## src/rtl/demux_2_target.sv

```systemverilog
// rtl/demux_2_target.sv - registered 1-to-2 demultiplexer with per-target delivery counters

module demux_2_target #(
  parameter int WIDTH = 24,
  parameter int CNT_W = 16
) (
  input  logic             clk,
  input  logic             rst,
  input  logic [WIDTH-1:0] in_data,
  input  logic             in_sel,
  input  logic             in_valid,
  output logic             in_ready,
  output logic [WIDTH-1:0] out0_data,
  output logic             out0_valid,
  input  logic             out0_ready,
  output logic [WIDTH-1:0] out1_data,
  output logic             out1_valid,
  input  logic             out1_ready,
  output logic [CNT_W-1:0] out0_count,
  output logic [CNT_W-1:0] out1_count
);

  typedef enum logic [1:0] {
    EMPTY = 2'd0,
    FULL0 = 2'd1,
    FULL1 = 2'd2
  } state_t;

  state_t             state_q, state_d;
  logic [WIDTH-1:0]   hold_q, hold_d;
  logic [CNT_W-1:0]   cnt0_q, cnt0_d;
  logic [CNT_W-1:0]   cnt1_q, cnt1_d;

  logic fire0;
  logic fire1;
  logic drain;
  logic accept;

  // Handshake decode: a slot frees up when empty or when its current owner takes the word,
  // so a new word can enter on the same edge the old one leaves.
  always_comb begin
    out0_valid = (state_q == FULL0);
    out1_valid = (state_q == FULL1);
    fire0      = out0_valid & out0_ready;
    fire1      = out1_valid & out1_ready;
    drain      = fire0 | fire1;
    in_ready   = (state_q == EMPTY) | drain;
    accept     = in_valid & in_ready;
  end

  // Next-state and holding-register update; the new target comes from in_sel on every accept.
  always_comb begin
    state_d = state_q;
    hold_d  = hold_q;
    if (accept) begin
      hold_d  = in_data;
      state_d = in_sel ? FULL1 : FULL0;
    end else if (drain) begin
      state_d = EMPTY;
    end
  end

  // Delivery counters wrap silently; at most one fires per cycle since only one valid is up.
  always_comb begin
    cnt0_d = cnt0_q;
    cnt1_d = cnt1_q;
    if (fire0) begin
      cnt0_d = cnt0_q + 1'b1;
    end
    if (fire1) begin
      cnt1_d = cnt1_q + 1'b1;
    end
  end

  // State, holding register and counters; reset discards any held word.
  always_ff @(posedge clk or posedge rst) begin
    if (rst) begin
      state_q <= EMPTY;
      hold_q  <= '0;
      cnt0_q  <= '0;
      cnt1_q  <= '0;
    end else begin
      state_q <= state_d;
      hold_q  <= hold_d;
      cnt0_q  <= cnt0_d;
      cnt1_q  <= cnt1_d;
    end
  end

  assign out0_data  = hold_q;
  assign out1_data  = hold_q;
  assign out0_count = cnt0_q;
  assign out1_count = cnt1_q;

endmodule

```

## config.mk

```make
export PLATFORM = sky130hd
export DESIGN_NAME = demux_2_target
export DESIGN_NICKNAME = d
export VERILOG_FILES = /design/src/rtl/demux_2_target.sv
export SDC_FILE = /design/constraint.sdc
export NUM_CORES = 1
export LEC_CHECK = 0
export CAP_MARGIN = 20
export CORE_ASPECT_RATIO = 1.25
export CORE_MARGIN = 10
export CORE_UTILIZATION = 43
export DETAILED_ROUTE_END_ITERATION = 8
export GPL_ROUTABILITY_DRIVEN = 0
export PLACE_DENSITY = 0.9
export SLEW_MARGIN = 20
export SYNTH_ARGS = -nofsm -noshare
export SYNTH_HDL_FRONTEND = slang
export SYNTH_SLANG_ARGS = --single-unit
```

## constraint.sdc

```tcl
create_clock -name clk -period 1.9 [get_ports clk]
set_input_delay 0.19 -clock clk [delete_from_list [all_inputs] [get_ports clk]]
set_output_delay 0.19 -clock clk [all_outputs]
set_load 0.01 [all_outputs]
```

Word level (Yosys, flattened, before mapping)
Cells that the tools add are included.
{ "totals": {"regBits": 58, "out_inout_bits": 83} }
{ "classes": {"bitwise_logic": 5, "n_eq_ne": 2, "n_reduce_logical": 2, "muxes": 3, "add_sub_neg": 2} }
{ "ops": {"columns": ["operator", "count"], "rows": [
  ["adder 16 x 1 -> 16 bit, second input constant", 2],
  ["two-way mux 2 bit", 3],
  ["AND 1 bit", 3],
  ["equality test 2 x 1 -> 1 bit, second input constant", 1],
  ["equality test 2 bit, second input constant", 1],
  ["logical NOT 2 bit", 1],
  ["bitwise OR 1 bit", 2],
  ["nonzero test 2 bit", 1]
]} }

Logic depth before layout (Yosys ltp)
Gate-level depths: netlist of run 1.
{ "depth": {"ltp_word": 6, "ltp_mapped": 6, "ltp_nobuf": 5} }

Worst setup path before layout of run 1
Ideal clock, no wire load.
{ "synth_path": {"kind": "flip-flop to flip-flop", "from": "register state_q[1]", "to": "register hold_q[10] (netlist: out0_data[10])", "slack_ns": 0.203, "required_time_ns": 1.775, "t_arrival_ns": 1.572, "stages_incl_launch_ff": 7, "n_path_buf": 2, "setup_time_ns": 0.125, "synth_period_minus_slack_ns": 1.697, "cell_sequence": "dfrtp_1 -> nand3b_4 -> a21oi_2 -> and2_4 -> buf_12 -> buf_12 -> mux2_4"} }
{ "synth_between": {"elab_chain_cells": 5} }
{ "synth_rtl": {"columns": ["item", "line_no", "text"], "rows": [
  ["start, declared", "29", "state_t state_q, state_d;"],
  ["start signal, assigned", "83", "state_q <= state_d;"],
  ["equality test 2 x 1 -> 1 bit / equality test 2 bit (equally long branches)", "42, 43", null],
  ["AND 1 bit (on tied branches)", "44, 45", null],
  ["bitwise OR 1 bit", "46", "drain = fire0 | fire1;"],
  ["bitwise OR 1 bit *", "47", "in_ready = (state_q == EMPTY) | drain;"],
  ["via in_ready", "12", "output logic in_ready,"],
  ["AND 1 bit *", "48", "accept = in_valid & in_ready;"],
  ["end signal, assigned", "84", "hold_q <= hold_d;"],
  ["end, declared", "30", "logic [WIDTH-1:0] hold_q, hold_d;"]
]} }
The timed path passes the listed nets; every way through them passes the cells marked *.
A chain may end at the register's enable or synchronous reset.

Worst setup path in the final report of run 1
{ "layout_path": {"from": "register state_q[0]", "to": "output out1_valid"} }
{ "layout_between": {"elab_chain_cells": 1} }
{ "layout_rtl": {"columns": ["item", "line_no", "text"], "rows": [
  ["equality test 2 bit", "43", "out1_valid = (state_q == FULL1);"],
  ["end, declared", "17", "output logic out1_valid,"]
]} }
Every way passes these cells.

==> impl_results.md, run 1 <==
- Register bit total from synthesis: 58
- Clock Skew: 0.007593 ns
- Wire length on met2: about 3300 um
- Initial antenna violation count: 0
- Initial Utilization: 44.08%
- Die width: 90.88 um
- Leakage: 1.763 nW
- WL/cell: 16.42 um
- Worst Path Buf+Inv: 1
- Area of the die: just under 10000 sq um
- DRT Pass-1 Iters: 4
- Max incr delay on CP: 0.55 ns
- Post-CTS Setup Bufs: 0
- WL met3: 452 um
- Dpl hpwl: 5284 um
- Cell Count, Final, Fillers Out: a little under 400
- Avg Cell Area, Syn: 13.24 sq um
- Crit. End Element: primary output
- Required time worst endpoint: around 1.7 ns
- Pwr Density: 1506 nW/um^2
- Share of cells above drive strength 1: approximately 18%
- Port buffer count: 112
- Slew margin rel.: between 60% and 70%
- Top Layer Used: met4
- GRT Total Usage: 13.41%
- Hold Vio Cnt, Final: 0
- Max-slew violations: 0
- Register area share after synthesis: 53.75%
- Kind of critical path: reg -> out
- Final hold slack: 0.2287 ns
- Final min period: between 1.5 and 2 ns
- Pin count of the biggest net entering global routing: 35
- Syn Std Cell Area: 2700 sq um
- Global-route wire length before repair: 10450 um
- FP Rows: 32
- Nets: 339
- CP Launch Type: flip-flop
- Synth cell types: 28
- Clk sinks: 58
- Max_cap viols: 0
- Routed Antenna Nets: 0
- Drt total wl: 6519 um
- Core area: 6126 sq um
- Setup TNS Final: 0 ns
- Chip Height: 108.6 um
- Worst setup path startpoint: state_q[0]
- Unrepaired setup endpoints after global routing: no
- Final Cycle Share: 93.92%
- Crit path max-delay family: buffers and inverters
- Layout area overhead: 47.50%
- DRC: 0
- Via Count: 1836
- Crit path DAT: around 1.6 ns
- Via density: approximately 4.6
- Post-Syn Instances: 204
- Run status: finished, final reports clean
- CP max-delay cell: clkdlybuf4s50_1
- CP Cell Sequence: and2b_1 -> clkdlybuf4s50_1
- Vias in the first global route: 1967
- Final Util: roughly 65%
- Ant diodes: 0
- H-tree Lvls: 3
- Final setup viols: 0
- Root Buffer Master: clkbuf_8
- Clk slew on worst S/H paths: 0.07 ns
- Hold Path Class: in -> async
- Placed Cells incl. Taps: 381
- TritonCTS clock tree: done
- R2r startpoint: state_q[1]
- WL met1: 2592 um
- Grt total ovfl: 0
- Yosys warning count: 0
- Slew @ Worst Pin: 0.5367 ns
- TritonCTS Buffers: 9
- # IOs: 113
- Initial drt markers: 34
- Critical-path maximum fanout: 6
- Peak supply drop: around 0.00082 V
- Clock Latency Late Sink: approximately 0.32 ns
- CTS Buffer Depth: 2
- Post-Syn Nets: approximately 240
- Highest clock rate: approximately 0.56 GHz
-- state kept, by name, indices dropped and copies added, names as in the netlist --
name,flops
out1_count,16
out0_data,24
out0_count,16
state_q,2
-- layout make-up --
type | instances | area, sq um
Clock inverter | 5 | 77.57
Clock buffer | 11 | 141.4
Timing Repair Buffer | 119 | 1197
Tap cell | 85 | 106.4
Sequential cell | 58 | 1451
Inverter | 3 | 11.26
Fill cell | 487 | 2143
Multi-Input combinational cell | 116 | 997.2
-- cells in the final DEF, fill, tap and decap left out, types with 3 or more instances in the layout --
master and count:
and3_1 5, and4_1 3, buf_4 5, clkbuf_8 10
clkdlybuf4s50_1 111, dfrtp_1 58, mux2_2 6, mux2_4 19
nand2_1 14, nand3_1 10, nand4_1 6, nor2_1 6
xnor2_1 20, xor2_1 10
-- worst reg2reg max path, delay by kind of cell (launching register included) --
kind                   cells  cell delay [ns]
flip-flops                 1             0.44
AO/OA/AOI/OAI              1             0.19
AND/OR/NAND/NOR            2             0.43
buffers and inverters      1             0.19
multiplexers               1             0.31
-- metrics by stage --
step	instance area, sq um	setup WS, ns	power [mW]
4_1_cts	3983	0.1047	6.083
6_report	3983	0.1155	5.996
3_3_place_gp	3765	0.08231	4.738
3_5_place_dp	3765	0.04567	4.837
2_1_floorplan	2700	0.2029	3.562
5_1_grt	3983	0.03407	6.332
-- routing by layer --
metal | vias up | track usage (%)
li1 | 872 | -
met5 | - | 0
met4 | 0 | 6.166
met1 | 884 | 14.01
met2 | 68 | 23.63
met3 | 12 | 5.062
-- final timing paths --
kind | to | slack [ns] | cells after the start
worst max-delay path | out1_valid | 0.12 | 2
worst min-delay path | out0_data[0] | 0.23 | 2
worst max register to register | out0_data[10] | 0.24 | 5
worst min register to register | out1_count[15] | 0.47 | 1
max in group asynchronous | out0_count[13] | 1.10 | 3
min in group clk | out1_count[15] | 0.47 | 1
-- timing repair --
| action | in CTS | in global routing |
|---|---|---|
| gates resized for setup | 1 | 0 |
| hold buffers | 0 | 0 |
| setup endpoints to repair | 1 | 0 |
-- cell families (layout without fill, tap and decap cells) --
logic type / Yosys count / in the layout / share of synthesized area, %
AO/OA/AOI/OAI: 3 / 3 / 0.8340
XOR/XNOR: 30 / 30 / 9.731
adder cells (fa/ha/maj): 2 / 2 / 0.9266
buffers and inverters: 30 / 138 / 9.314
flip-flops: 58 / 58 / 53.75
multiplexers: 25 / 25 / 13.07
AND/OR/NAND/NOR: 56 / 56 / 12.37
-- report_power, final --
group | switching [mW] | internal (mW)
combinational | 0.995 | 1.74
sequential | 0.404 | 1.63
clock | 0.460 | 0.770
-- synthesized netlist by cell type --
cell,instances,area share (%)
nand3_1,10,1.9
xor2_1,10,3.2
a21oi_2,1,0.32
and3_1,5,1.2
or2_2,2,0.46
and2_4,1,0.32
and2b_1,1,0.28
and2_1,1,0.23
nand4_1,6,1.4
mux2_2,6,2.5
a22o_1,1,0.32
nor4_2,1,0.46
and4_1,3,0.97
inv_1,3,0.42
buf_12,3,2.2
mux2_4,19,11
nand3b_4,1,0.74
dfrtp_1,58,54
o21ai_0,1,0.19
nor2b_1,2,0.46
nand3b_1,1,0.28
xnor2_1,20,6.5
nor3_1,1,0.19
nor2_1,6,0.83
nand2_1,14,1.9
buf_4,24,6.7
nor4_4,1,0.79
ha_1,2,0.93
Power figures use the tool's default switching activity.
==> run 2, diff against run 1 <==
--- a/config.mk
+++ b/config.mk
@@ -6,12 +6,14 @@
 export NUM_CORES = 1
 export LEC_CHECK = 0
 export CAP_MARGIN = 20
+export CELL_PAD_IN_SITES_DETAIL_PLACEMENT = 1
+export CELL_PAD_IN_SITES_GLOBAL_PLACEMENT = 1
 export CORE_ASPECT_RATIO = 1.25
-export CORE_MARGIN = 10
-export CORE_UTILIZATION = 43
+export CORE_MARGIN = 2
+export CORE_UTILIZATION = 33
 export DETAILED_ROUTE_END_ITERATION = 8
 export GPL_ROUTABILITY_DRIVEN = 0
-export PLACE_DENSITY = 0.9
+export PLACE_DENSITY = 0.89
 export SLEW_MARGIN = 20
 export SYNTH_ARGS = -nofsm -noshare
 export SYNTH_HDL_FRONTEND = slang
==> run 2 against run 1 <==
  * Non-clock buffer count fell by 1
  * Global-route usage increased by 1.7 points
  * Worst setup slack better by 0.033 ns
  * Wire length decreased by 4.2%
  * Critical endpoint unchanged
  * Largest cell class unchanged
==> impl_results.md, run 2 (synthesis results as in run 1) <==
- Root Buffer Master: clkbuf_8
- Chip Height: about 110 um
- Critical-path maximum fanout: 6
- Die width: 84.91 um
- Routed Antenna Nets: 0
- Required time worst endpoint: 1.71 ns
- WL/cell: 15.37 um
- CP max-delay cell: clkdlybuf4s50_1
- Highest clock rate: 0.5710 GHz
- Final min period: 1.751 ns
- Slew @ Worst Pin: 0.4267 ns
- Max incr delay on CP: 0.53 ns
- Placed inst area: 3782 sq um
- Initial antenna violation count: 0
- Grt total ovfl: 0
- CP Launch Type: flip-flop
- Area of the die: roughly 8900 sq um
- FP Rows: 36
- Port buffer count: 112
- CP Cell Sequence: and2b_1 -> clkdlybuf4s50_1
- Max-slew violations: 0
- CTS Buffer Depth: 2
- Slew margin rel.: about 71%
- Vias in the first global route: 2004
- Share of cells above drive strength 1: 16.72%
- CTS Hold Bufs: 0
- Post-CTS Setup Bufs: 0
- Pin count of the biggest net entering global routing: 59
- Pwr Density: 1447 nW/um^2
- GRT Total Usage: ~15%
- Final setup viols: 0
- Nets: 338
- Global-route wire length before repair: about 11000 um
- Dpl hpwl: 4777 um
- Run status: finished, final reports clean
- Hold Path Class: in -> async
- Final hold slack: 0.2511 ns
- Layout area overhead: 46.11%
- Kind of critical path: reg -> out
- Crit. End Element: primary output
- Hold Vio Cnt, Final: 0
- Ant diodes: 0
- Max_cap viols: 0
- Clock Latency Late Sink: 0.33 ns
- Most frequent cells in the layout: clkdlybuf4s50_1 (111), dfrtp_1 (58), xnor2_1 (20)
- Max FFs per register: 24
- Via Count: ~1900
- TritonCTS clock tree: done
- # IOs: 113
- Most common library cell in the layout ignoring fill and taps: clkdlybuf4s50_1
- DRC: 0
- Final Util: 50.05%
- Design Area, Final: a little under 4000 sq um
- H-tree Lvls: 3
- Clk sinks: 58
- Initial Utilization: 34.25%
- Clock Skew: 0.005313 ns
- DRT Pass-1 Iters: 4
- Via density: 4.586
- Crit path DAT: 1.56 ns
- Peak supply drop: 0.0008602 V
- Drt total wl: 6242 um
- Initial drt markers: 34
- Core area: 7883 sq um
- Setup TNS Final: 0 ns
- Unrepaired setup endpoints after global routing: no
- Final Cycle Share: 92.17%
- Leakage: 1.739 nW
- Clk slew on worst S/H paths: ~0.06 ns
- TritonCTS Buffers: 9
## run 2: cell count changes in the layout (fill, tap and decap cells not counted)
cell,before,now
buf_12,2,3
buf_4,5,3
bufinv_16,2,0
clkbuf_1,1,3
clkinv_2,2,3
clkinvlp_4,1,0
## run 2: path summary, 6_finish.rpt
check,startpoint,to,slack (ns),cells after the start
max,state_q[0],out1_valid,0.15,2
min,rst,out0_data[2],0.25,3
max reg2reg,state_q[1],out0_data[7],0.25,5
min reg2reg,out0_count[15],out0_count[15],0.48,1
max in group asynchronous,rst,out1_count[1],1.40,3
min in group clk,in_valid,state_q[0],0.45,3
## run 2: power breakdown
| part | switching (mW) | internal (mW) | total (mW) |
|---|---|---|---|
| Sequential | 0.407 | 1.63 | 2.04 |
| Clock | 0.460 | 0.503 | 0.963 |
| Combinational | 0.951 | 1.76 | 2.71 |
## run 2: critical path, delay by kind of cell (launching register included)
| kind | cells | cell delay (ns) |
|---|---|---|
| buffers and inverters | 1 | 0.53 |
| DFF | 1 | 0.46 |
| and+or+nand+nor | 1 | 0.24 |
## run 2: cell type report
cell class / count / area [sq um]
clock buffer: 13 / 148.9
clock inverter: 3 / 15.01
fill: 817 / 3938
inverter: 3 / 11.26
multi-input combinational: 116 / 997.2
sequential: 58 / 1451
tap: 95 / 118.9
timing repair buffer: 118 / 1202
## run 2: metrics by stage
stage,power (mW),worst slack [ns],instances
2_1_floorplan,3.562,0.2029,204
3_3_place_gp,4.682,0.09671,390
3_5_place_dp,4.808,0.02742,390
4_1_cts,5.798,0.1180,406
5_1_grt,6.040,0.08356,406
6_report,5.708,0.1488,406
## run 2: timing repair
item / 4_1_cts / 5_1_grt
hold endpoints to repair: 0 / 0
resized for setup: 1 / 0
setup endpoints to repair: 1 / 0
## run 2: metal layers
layer / share of wire [%] / routed length [um] / vias to the layer above / GRT usage, %
met2: 51 / 3213 / 77 / 25.76
met5: 0 / 0 / - / 0
met1: 41 / 2539 / 911 / 17.71
li1: - / - / 863 / -
met3: 5.9 / 367 / 11 / 3.870
met4: 2.0 / 122 / 0 / 6.463
==> run 3, diff against run 2 <==
--- a/config.mk
+++ b/config.mk
@@ -8,7 +8,7 @@
 export CAP_MARGIN = 20
 export CELL_PAD_IN_SITES_DETAIL_PLACEMENT = 1
 export CELL_PAD_IN_SITES_GLOBAL_PLACEMENT = 1
-export CORE_ASPECT_RATIO = 1.25
+export CORE_ASPECT_RATIO = 1.5
 export CORE_MARGIN = 2
 export CORE_UTILIZATION = 33
 export DETAILED_ROUTE_END_ITERATION = 8
==> run 3 against run 2 <==
  * Critical path depth stayed put
  * Via count is 0.43% higher
  * Global-route usage is 0.71 points higher
  * Core utilization is 1.5 points higher
  * Non-clock buffer count is 2 higher
  * First-iteration DRC count is 82% higher
  * Register-to-register slack better by 0.02 ns
  * Clock power is 68% higher
  * Combinational power hardly changed
  * Clock-buffer cell count stayed put
  * Wire length is 7.3% higher
  * Critical path type unchanged
  * Highest routed layer unchanged
==> impl_results.md, run 3 (synthesis results as in run 1) <==
- Run status: finished, final reports clean
- Unrepaired setup endpoints after global routing: no
- CTS Buffer Depth: 2
- Via Count: 1870
- Final setup viols: 0
- Peak supply drop: 0.0007147 V
- Chip Height: 114.8 um
- Dpl hpwl: 5230 um
- Required time worst endpoint: 1.71 ns
- Placed Cells incl. Taps: 402
- Via density: roughly 4.5
- Nets: 340
- Most common library cell in the layout ignoring fill and taps: clkdlybuf4s50_1
- Initial Utilization: 33.93%
- Root Buffer Master: clkbuf_16
- WL/cell: 16.06 um
- Most frequent cells in the layout: clkdlybuf4s50_1 (111), dfrtp_1 (58), xnor2_1 (20)
- Ant diodes: 0
- DRT Pass-1 Iters: 4
- Final min period: 1.786 ns
- TritonCTS Buffers: 9
- CP max-delay cell: clkdlybuf4s50_1
- Initial drt markers: 62
- Max_cap viols: 0
- Area of the die: between 8000 and 9000 sq um
- Cell Count, Final, Fillers Out: 417
- FP Rows: 40
- Max-slew violations: 0
- R2r startpoint: state_q[1]
- R2r worst-path depth: 5
- Highest clock rate: 0.5599 GHz
- GRT Total Usage: 15.79%
- Hold Vio Cnt, Final: 0
- WL met3: 337 um
- DRC: 0
- Reg-to-reg endpoint: out0_count[15]
- Crit. End Element: primary output
- Drt total wl: ~6700 um
- Top Layer Used: met4
- Max incr delay on CP: around 0.57 ns
- CTS Hold Bufs: 0
- Tot Pwr: 6.411 mW
- Crit path DAT: approximately 1.6 ns
- TritonCTS clock tree: done
- WL met1: approximately 2500 um
- Worst setup path startpoint: state_q[0]
- Layout area overhead: 51.90%
- Initial antenna violation count: 0
- Setup TNS Final: 0 ns
- Vias in the first global route: around 2000
- Final Cycle Share: 94.00%
- CP Launch Type: flip-flop
- Final setup margin: 0.1140 ns
- Pwr Density: ~1600 nW/um^2
- Routed Antenna Nets: 0
- Critical Path End: out0_valid
- Kind of critical path: reg -> out
- Flop2flop setup slack: 0.27 ns
- Clk slew on worst S/H paths: 0.05 ns
- Clk sinks: 58
- CP Cell Sequence: nor2b_1 -> clkdlybuf4s50_1
- Leakage: 1.809 nW
- Global-route wire length before repair: 10620 um
- Grt total ovfl: 0
- Clock Skew: 0.005974 ns
- Hold Path Class: in -> async
- Core area: 7958 sq um
- Die width: 77.86 um
- Critical-path maximum fanout: 6
- # IOs: 113
- Wire length on met2: 3686 um
- Slew @ Worst Pin: between 0.4 and 0.5 ns
- Pin count of the biggest net entering global routing: 35
- Port buffer count: between 100 and 150
- H-tree Lvls: 3
- Slew margin rel.: 71.85%
- Placement Setup Slack: 0.05284 ns
- Share of cells above drive strength 1: 17.63%
- Max FFs per register: 24
- Clock Latency Late Sink: ~0.32 ns
[run 3: changes by cell type in the layout (fill, tap and decap cells not counted)]
cell | before | now
clkbuf_16 | 0 | 9
clkbuf_8 | 10 | 3
buf_4 | 3 | 6
clkbuf_1 | 3 | 1
clkinv_2 | 3 | 1
buf_12 | 3 | 2
bufinv_16 | 0 | 1
[run 3: cell type report]
type	count	area, sq um
Clock inverter	2	35.03
Sequential cell	58	1451
Clock buffer	13	270.3
Timing Repair Buffer	120	1205
Fill cell	826	3856
Inverter	3	11.26
Multi-Input combinational cell	116	997.2
Tap cell	105	131.4
[run 3: worst min-delay path by stage]
| stage | to | slack, ns | depth (start not counted) |
|---|---|---|---|
| 2_1_floorplan | state_q[0] | 0.30 | 1 |
| 3_3_place_gp | out1_count[15] | 0.47 | 1 |
| 3_5_place_dp | out1_count[15] | 0.47 | 1 |
| 4_1_cts | out1_count[5] | 0.26 | 3 |
| 5_1_grt | out1_count[5] | 0.29 | 3 |
| 6_report | out0_count[6] | 0.25 | 3 |
[run 3: per-stage QoR]
| stage | hold WS [ns] | instance area [sq um] | utilization, % |
|---|---|---|---|
| final | 0.2543 | 4101 | 51.54 |
| after floorplan | 0.2972 | 2700 | - |
| after detailed placement | 0.4713 | 3797 | 47.72 |
| after CTS | 0.2594 | 4101 | 51.54 |
| after global placement | 0.4675 | 3797 | 47.72 |
| after global routing | 0.2913 | 4101 | 51.54 |
[run 3: layer usage]
layer  track usage [%]  up-vias
li1                  -      874
met1             17.30      923
met2             28.39       63
met3             4.710       10
met4             6.310        0
met5                 0        -
[run 3: power breakdown]
group / switching [mW] / internal [mW] / total [mW]
clock: 0.514 / 1.11 / 1.62
sequential: 0.423 / 1.63 / 2.06
combinational: 0.975 / 1.76 / 2.73
[run 3: timing repair]
item,4_1_cts,5_1_grt
endpoints found under the setup margin,1,0
buffers inserted,0,0
gates resized for setup,1,0
[run 3: worst max-delay path: cells and delay by family, from the launching register on]
kind / cells / cell delay, ns
buffers and inverters: 1 / 0.57
flip-flops: 1 / 0.47
AND/OR/NAND/NOR: 1 / 0.24
